==> src/rtl/ebus_pkg.sv <==
// Shared EBUS definitions: function codes, CONR bit positions, word type.
package ebus_pkg;

    typedef enum logic [1:0] {
        CONO  = 2'd0,
        CONI  = 2'd1,
        DATAO = 2'd2,
        DATAI = 2'd3
    } ebus_func_t;

    typedef enum logic [1:0] {
        ST_IDLE  = 2'd0,
        ST_SETUP = 2'd1,
        ST_XFER  = 2'd2
    } ebus_state_t;

    localparam int CONR_DONE_BIT     = 32;
    localparam int CONR_CLR_DONE_BIT = 31;
    localparam int CONR_PAR_ERR_BIT  = 18;
    localparam int CONR_PIA_LSB      = 33;

    typedef logic [0:35] ebus_word_t;

endpackage

==> src/rtl/ebus_pi_decode.sv <==
// Registered PIA decode: one-hot PI request on levels 1..7, level 0 means none.
module ebus_pi_decode (
    input  logic       clk_h,
    input  logic       mr_reset_h,
    input  logic [2:0] pia_h,
    input  logic       en_h,
    output logic [1:7] pi_h
);

    logic [1:7] pi_d;
    logic [1:7] pi_q;

    always_comb begin
        pi_d = '0;
        for (int i = 1; i <= 7; i++) begin
            pi_d[i] = en_h && (pia_h == 3'(i));
        end
    end

    always_ff @(posedge clk_h) begin
        if (mr_reset_h) begin
            pi_q <= '0;
        end else begin
            pi_q <= pi_d;
        end
    end

    assign pi_h = pi_q;

endmodule

==> src/rtl/ebus_dev_responder.sv <==
// EBUS device-side responder: CONO/CONI/DATAO/DATAI decode, CONR status, PI request.
// Optional inbound/outbound odd parity with PAR ERR in CONR bit 18: EBUS_DEV_PARITY_EN.
//
// state | meaning
// IDLE  | waiting for demand addressed to DEV_CS with a known function
// SETUP | data setup countdown; read data driven from entry
// XFER  | transfer acknowledged; side effects in first cycle only
module ebus_dev_responder
    import ebus_pkg::*;
#(
    parameter logic [6:0] DEV_CS       = 7'o004,
    parameter int         SETUP_CYCLES = 2
) (
    input  logic        clk_h,
    input  logic        mr_reset_h,
    input  logic [0:6]  ebus_cs_h,
    input  logic [0:2]  ebus_func_h,
    input  logic        ebus_demand_h,
    input  logic [0:35] ebus_d_in_h,
    output logic [0:35] ebus_d_out_h,
    output logic        ebus_d_oe_h,
    output logic        ebus_xfer_h,
    output logic [1:7]  ebus_pi_h,
`ifdef EBUS_DEV_PARITY_EN
    input  logic        ebus_par_in_h,
    output logic        ebus_par_out_h,
`endif
    input  logic [0:17] dev_status_h,
    input  logic        dev_done_h,
    input  logic [0:35] datai_word_h,
    output logic        datai_taken_h,
    output logic [0:35] datao_word_h,
    output logic        datao_strobe_h
);

    localparam logic [3:0] CNT_INIT = 4'(SETUP_CYCLES - 1);

    ebus_state_t state_q, state_d;
    ebus_func_t  func_q, func_d;
    logic [3:0]  cnt_q, cnt_d;
    logic        first_q, first_d;
    ebus_word_t  rdata_q, rdata_d;
    logic [18:35] conr_q, conr_d;
    ebus_word_t  datao_q, datao_d;
    logic        strobe_q, strobe_d;
    logic        taken_q, taken_d;

    logic qualified;
    logic is_read;
    logic fire;

    assign qualified = ebus_demand_h && (ebus_cs_h == DEV_CS) && !ebus_func_h[0];
    assign is_read   = (func_q == CONI) || (func_q == DATAI);
    assign fire      = (state_q == ST_XFER) && first_q;

`ifdef EBUS_DEV_PARITY_EN
    logic par_bad;
    assign par_bad = !(^{ebus_d_in_h, ebus_par_in_h});
`endif

    always_comb begin
        state_d = state_q;
        func_d  = func_q;
        cnt_d   = cnt_q;
        first_d = 1'b0;
        rdata_d = rdata_q;
        case (state_q)
            ST_IDLE: begin
                if (qualified) begin
                    func_d  = ebus_func_t'(ebus_func_h[1:2]);
                    rdata_d = (ebus_func_h[1:2] == 2'd1) ? {dev_status_h, conr_q} : datai_word_h;
                    cnt_d   = CNT_INIT;
                    state_d = ST_SETUP;
                end
            end
            ST_SETUP: begin
                if (!ebus_demand_h) begin
                    state_d = ST_IDLE;
                end else if (cnt_q == 4'd0) begin
                    state_d = ST_XFER;
                    first_d = 1'b1;
                end else begin
                    cnt_d = cnt_q - 4'd1;
                end
            end
            ST_XFER: begin
                if (!ebus_demand_h) begin
                    state_d = ST_IDLE;
                end
            end
            default: state_d = ST_IDLE;
        endcase
    end

    always_comb begin
        conr_d   = conr_q;
        datao_d  = datao_q;
        strobe_d = 1'b0;
        taken_d  = 1'b0;
        if (fire) begin
            case (func_q)
                CONO: begin
                    conr_d = ebus_d_in_h[18:35];
                    conr_d[CONR_CLR_DONE_BIT] = 1'b0;
                    if (ebus_d_in_h[CONR_CLR_DONE_BIT]) begin
                        conr_d[CONR_DONE_BIT] = 1'b0;
                    end
`ifdef EBUS_DEV_PARITY_EN
                    conr_d[CONR_PAR_ERR_BIT] = ebus_d_in_h[CONR_PAR_ERR_BIT] ? 1'b0
                                                                              : conr_q[CONR_PAR_ERR_BIT];
                    if (par_bad) begin
                        conr_d[CONR_PAR_ERR_BIT] = 1'b1;
                    end
`endif
                end
                DATAO: begin
                    datao_d  = ebus_d_in_h;
                    strobe_d = 1'b1;
`ifdef EBUS_DEV_PARITY_EN
                    if (par_bad) begin
                        conr_d[CONR_PAR_ERR_BIT] = 1'b1;
                    end
`endif
                end
                DATAI:   taken_d = 1'b1;
                default: ;
            endcase
        end
        // A device completion in the same cycle as a CONO clear must not be lost.
        if (dev_done_h) begin
            conr_d[CONR_DONE_BIT] = 1'b1;
        end
    end

    always_ff @(posedge clk_h) begin
        if (mr_reset_h) begin
            state_q  <= ST_IDLE;
            func_q   <= CONO;
            cnt_q    <= '0;
            first_q  <= 1'b0;
            rdata_q  <= '0;
            conr_q   <= '0;
            datao_q  <= '0;
            strobe_q <= 1'b0;
            taken_q  <= 1'b0;
        end else begin
            state_q  <= state_d;
            func_q   <= func_d;
            cnt_q    <= cnt_d;
            first_q  <= first_d;
            rdata_q  <= rdata_d;
            conr_q   <= conr_d;
            datao_q  <= datao_d;
            strobe_q <= strobe_d;
            taken_q  <= taken_d;
        end
    end

    ebus_pi_decode u_pi_decode (
        .clk_h      (clk_h),
        .mr_reset_h (mr_reset_h),
        .pia_h      (conr_q[CONR_PIA_LSB +: 3]),
        .en_h       (conr_q[CONR_DONE_BIT]),
        .pi_h       (ebus_pi_h)
    );

    assign ebus_xfer_h    = (state_q == ST_XFER);
    assign ebus_d_oe_h    = (state_q != ST_IDLE) && is_read;
    assign ebus_d_out_h   = ebus_d_oe_h ? rdata_q : '0;
    assign datao_word_h   = datao_q;
    assign datao_strobe_h = strobe_q;
    assign datai_taken_h  = taken_q;

`ifdef EBUS_DEV_PARITY_EN
    assign ebus_par_out_h = ebus_d_oe_h && !(^ebus_d_out_h);
`endif

endmodule
==> config.mk <==
export PLATFORM = sky130hd
export DESIGN_NAME = ebus_dev_responder
export DESIGN_NICKNAME = d
export VERILOG_FILES = /design/src/rtl/ebus_pkg.sv /design/src/rtl/ebus_pi_decode.sv /design/src/rtl/ebus_dev_responder.sv
export SDC_FILE = /design/constraint.sdc
export NUM_CORES = 1
export LEC_CHECK = 0
export BUFFER_PORTS_ARGS = -buffer_cell sky130_fd_sc_hd__buf_4
export CORE_ASPECT_RATIO = 0.9
export CORE_MARGIN = 2
export CORE_UTILIZATION = 52
export DETAILED_ROUTE_END_ITERATION = 10
export GPL_TIMING_DRIVEN = 0
export PLACE_DENSITY = 0.85
export SETUP_SLACK_MARGIN = 0.4
export SYNTH_ARGS = -nofsm -noshare
export SYNTH_HDL_FRONTEND = slang
export SYNTH_HIERARCHICAL = 1
export SYNTH_SLANG_ARGS = --single-unit
==> constraint.sdc <==
create_clock -name clk_h -period 3.5 [get_ports clk_h]
set_input_delay 0.7 -clock clk_h [delete_from_list [all_inputs] [get_ports clk_h]]
set_output_delay 0.7 -clock clk_h [all_outputs]
set_load 0.01 [all_outputs]
==> impl_results.md <==
- Outcome: complete, no violations
- Average size of a mapped cell: roughly 8.4 µm²
- Number of setup buffers added after CTS: 0
- Path depth of the worst reg2reg path: 6
- Row cnt: 32
- Total clock buffers created by CTS: 9
- Count of unique library cells instantiated by Yosys: 40
- Highest Signal Layer: met4
- Overall fraction of global-route tracks in use: 0.2644
- Routed metal-1 wire length: approximately 5300 µm
- Placer congestion estimate: roughly 0.9
- Flip-flop cell with the highest count after synthesis: dfxtp_1
- Buffers from clock root to sink, at most: 2
- Core Region: 8568 µm²
- Wire length on met3: roughly 1100 µm
- Switching fraction of total power: 0.2353
- Reg-to-reg startpoint: cnt_q[0]$_SDFFE_PP0P_
- Share of post-route cells with drive strength above 1: 0.3507
- Worst Hold Class: flip-flop to flip-flop
- Post-CTS Hold Fix Bufs: 0
- Final period util: 0.7247
- Achievable Freq: 394.3 MHz
- Async set or reset register ratio after synthesis: 0
- Number of stages on the worst hold path: 2
- Pre-antenna DRT Iters: 4
- Internal cell power: 1.671 mW
- Net switching power of the design: 0.5140 mW
- Area enclosed by the die boundary: around 9600 µm²
- Area occupied by multi-input gates: 2198 µm²
- Via/cell ratio: around 5.2
- Share of total power in sequential cells: 0.558
- Final hold vios: 0
- Register cell area after layout: 2142 µm²
- Clock net sink count: roughly 110
- Post-route antenna net violation count: 0
- Slew Limit Headroom: 0.5155
- Filler cell count in the final layout: 698
- Critical path capture point type: output pin
- Unrepaired setup endpoints after global routing: false
- Dpl hpwl: ~9700 µm
- Resize count post-CTS: 0
- Pin count of the biggest net entering global routing: 19
- Initial cell density of the core: 0.5358
- Number of vias after detailed routing: about 4500
- Clock tree from TritonCTS: built
- Vias in the first global route: between 4000 and 5000
- Synth warn: 6
- Residual DRC: 0
- Initial antenna violation count: 0
- Maximum vdd ir drop: roughly 260 µV
- Routed wirelength normalized by instance count: between 10 and 15 µm
- Worst hold path endpoint: datao_word_h[8]$_SDFFE_PP0P_
- Data arrival, critical path: 1.84 ns
- Final sum of negative setup slack: 0 ns
- Share of the yosys chip area belonging to registers: 0.4666
- Static leakage power: about 2.5 nW
- Buffers on Ports: ~190
- Height of the die: 93.14 µm
- Number of antenna diodes: 0
- Commonest non-fill, non-tap cell in the layout: buf_4
- Slew Limit Fails: 0
- Highest-count cells in the layout ignoring fill and taps: buf_4, nand2_1, dfxtp_1
- Post-synth EDFFs: 0
- Maximum level of the CTS H-tree: 3
- Power density over cell area: roughly 340 nW/µm²
- Clock latency on the worst-skew pair: around 0.37 ns
- Share of total power in combinational logic: 0.079
- Critical Path Fanout Max: 10
- DRC violation total after the first TritonRoute iteration: between 150 and 200
- Start-to-end type of the worst setup path: flip-flop to output pin
- Startpoint of the lowest-slack hold path: datao_word_h[8]$_SDFFE_PP0P_
- Clock slew seen by the registers of the worst setup and hold paths: about 0.11 ns
- Final Setup Violations: 0
- Amount of wire on met2 after detailed routing: ~6000 µm
- Num ports: 187
- Post-layout nets: around 850
- MaxCap Viol Count: 0
- Required time worst endpoint: between 2 and 3 ns
- Root cell of the clock tree: clkbuf_8
- Largest clock skew in the final design: roughly 0.014 ns
- Layout area overhead: 38.21%
- Width of the die: 103.0 µm
- Measured slew at the worst slew-check pin: 0.7268 ns
- Register bit total from synthesis: 107
- Total global routing overflow: 0
- Register-to-register setup slack: ~1.8 ns
- Total wire length after detailed routing: about 13000 µm
- Critical path launch point type: flip-flop
- Gate count after technology mapping: 545
- Reg-to-reg critical path endpoint: state_q[0]$_SDFFE_PP0P_
- First-pass GRT wire length: between 20000 and 25000 µm
- Clock network power share: 0.363
- Post-layout minimum cycle time: 2.536 ns
- Synthesized net count: 650
- Hold WS: 0.4631 ns
- Cell Area, Synth: between 4000 and 5000 µm²
[critical path, cell delays in order, from the launching register on]
cell	delay [ns]
dfxtp_1	0.44
o21a_1	0.37
clkbuf_1	0.33
and2_1	0.20
buf_4	0.12
[stage by stage]
stage	total power [mW]	cells	utilization	instance area, µm²	setup slack, ns
final	2.185	866	0.7405	6345	0.9636
after global routing	2.258	866	0.7405	6345	0.7858
after CTS	2.199	866	0.7405	6345	0.9339
after detailed placement	1.419	850	0.7161	6136	1.222
after global placement	1.417	850	0.7161	6136	1.317
after floorplan	1.307	545	-	4591	1.680
[cell type report]
class	count	share of cell area
multi-input cells	392	0.3465
repair buffers	186	0.2201
plain buffers	41	0.03648
flip-flops and latches	107	0.3376
clock inverters	5	0.01065
well taps	119	0.02347
clock buffers	11	0.02228
inverters	5	0.002958
[kinds of logic (layout without fill, tap and decap cells)]
| kind of cell | Yosys count | after routing | synth area share |
|---|---|---|---|
| flops | 107 | 107 | 0.4666 |
| buf+inv | 46 | 248 | 0.05451 |
| mux | 2 | 2 | 0.004361 |
| fa+ha+maj | 1 | 1 | 0.002725 |
| compound gates | 101 | 101 | 0.1932 |
| simple gates | 288 | 288 | 0.2785 |
[per-layer routing]
| metal | vias to the layer above | track usage |
|---|---|---|
| met1 | 2101 | 0.3234 |
| met5 | - | 0 |
| met4 | 0 | 0.09101 |
| li1 | 2215 | - |
| met3 | 24 | 0.06726 |
| met2 | 185 | 0.4497 |
[registers in the layout, indices dropped and copies added, names as in the netlist, 2 cells and up]
name,flops
state_q,2
cnt_q,4
func_q,2
conr_q,17
rdata_q,36
u_pi_decode/pi_h,7
datao_word_h,36
[synthesized netlist by cell type (all sizes together), types with 4 or more instances]
cell type	instances	area, µm²
a311oi	35	525.5
clkbuf	19	71.32
nand2	176	660.6
a21oi	55	275.3
nor4b	4	35.03
nand2b	5	31.28
nor2	45	173.9
nor3b	4	35.03
buf	22	160.1
dfxtp	107	2142
and2	36	225.2
inv	5	18.77
[worst max path at each step]
stage	end	slack, ns	cells after the start	start
6_report	ebus_d_out_h[19]	0.96	4	func_q[0]$_SDFFE_PP0P_
5_1_grt	ebus_d_out_h[29]	0.79	4	func_q[0]$_SDFFE_PP0P_
4_1_cts	ebus_d_out_h[29]	0.93	4	func_q[0]$_SDFFE_PP0P_
3_5_place_dp	datao_word_h[23]$_SDFFE_PP0P_	1.22	5	mr_reset_h
3_3_place_gp	datao_word_h[27]$_SDFFE_PP0P_	1.32	5	mr_reset_h
2_1_floorplan	ebus_d_out_h[10]	1.68	3	func_q[0]$_SDFFE_PP0P_
[power by group through the flow]
stage	combinational [mW]	clock [mW]	sequential [mW]
6_report	0.172	0.793	1.22
5_1_grt	0.186	0.851	1.22
4_1_cts	0.171	0.808	1.22
3_5_place_dp	0.171	0	1.25
3_3_place_gp	0.169	0	1.25
2_1_floorplan	0.0596	0	1.25
Note: power is estimated with default switching activity, not from simulation.
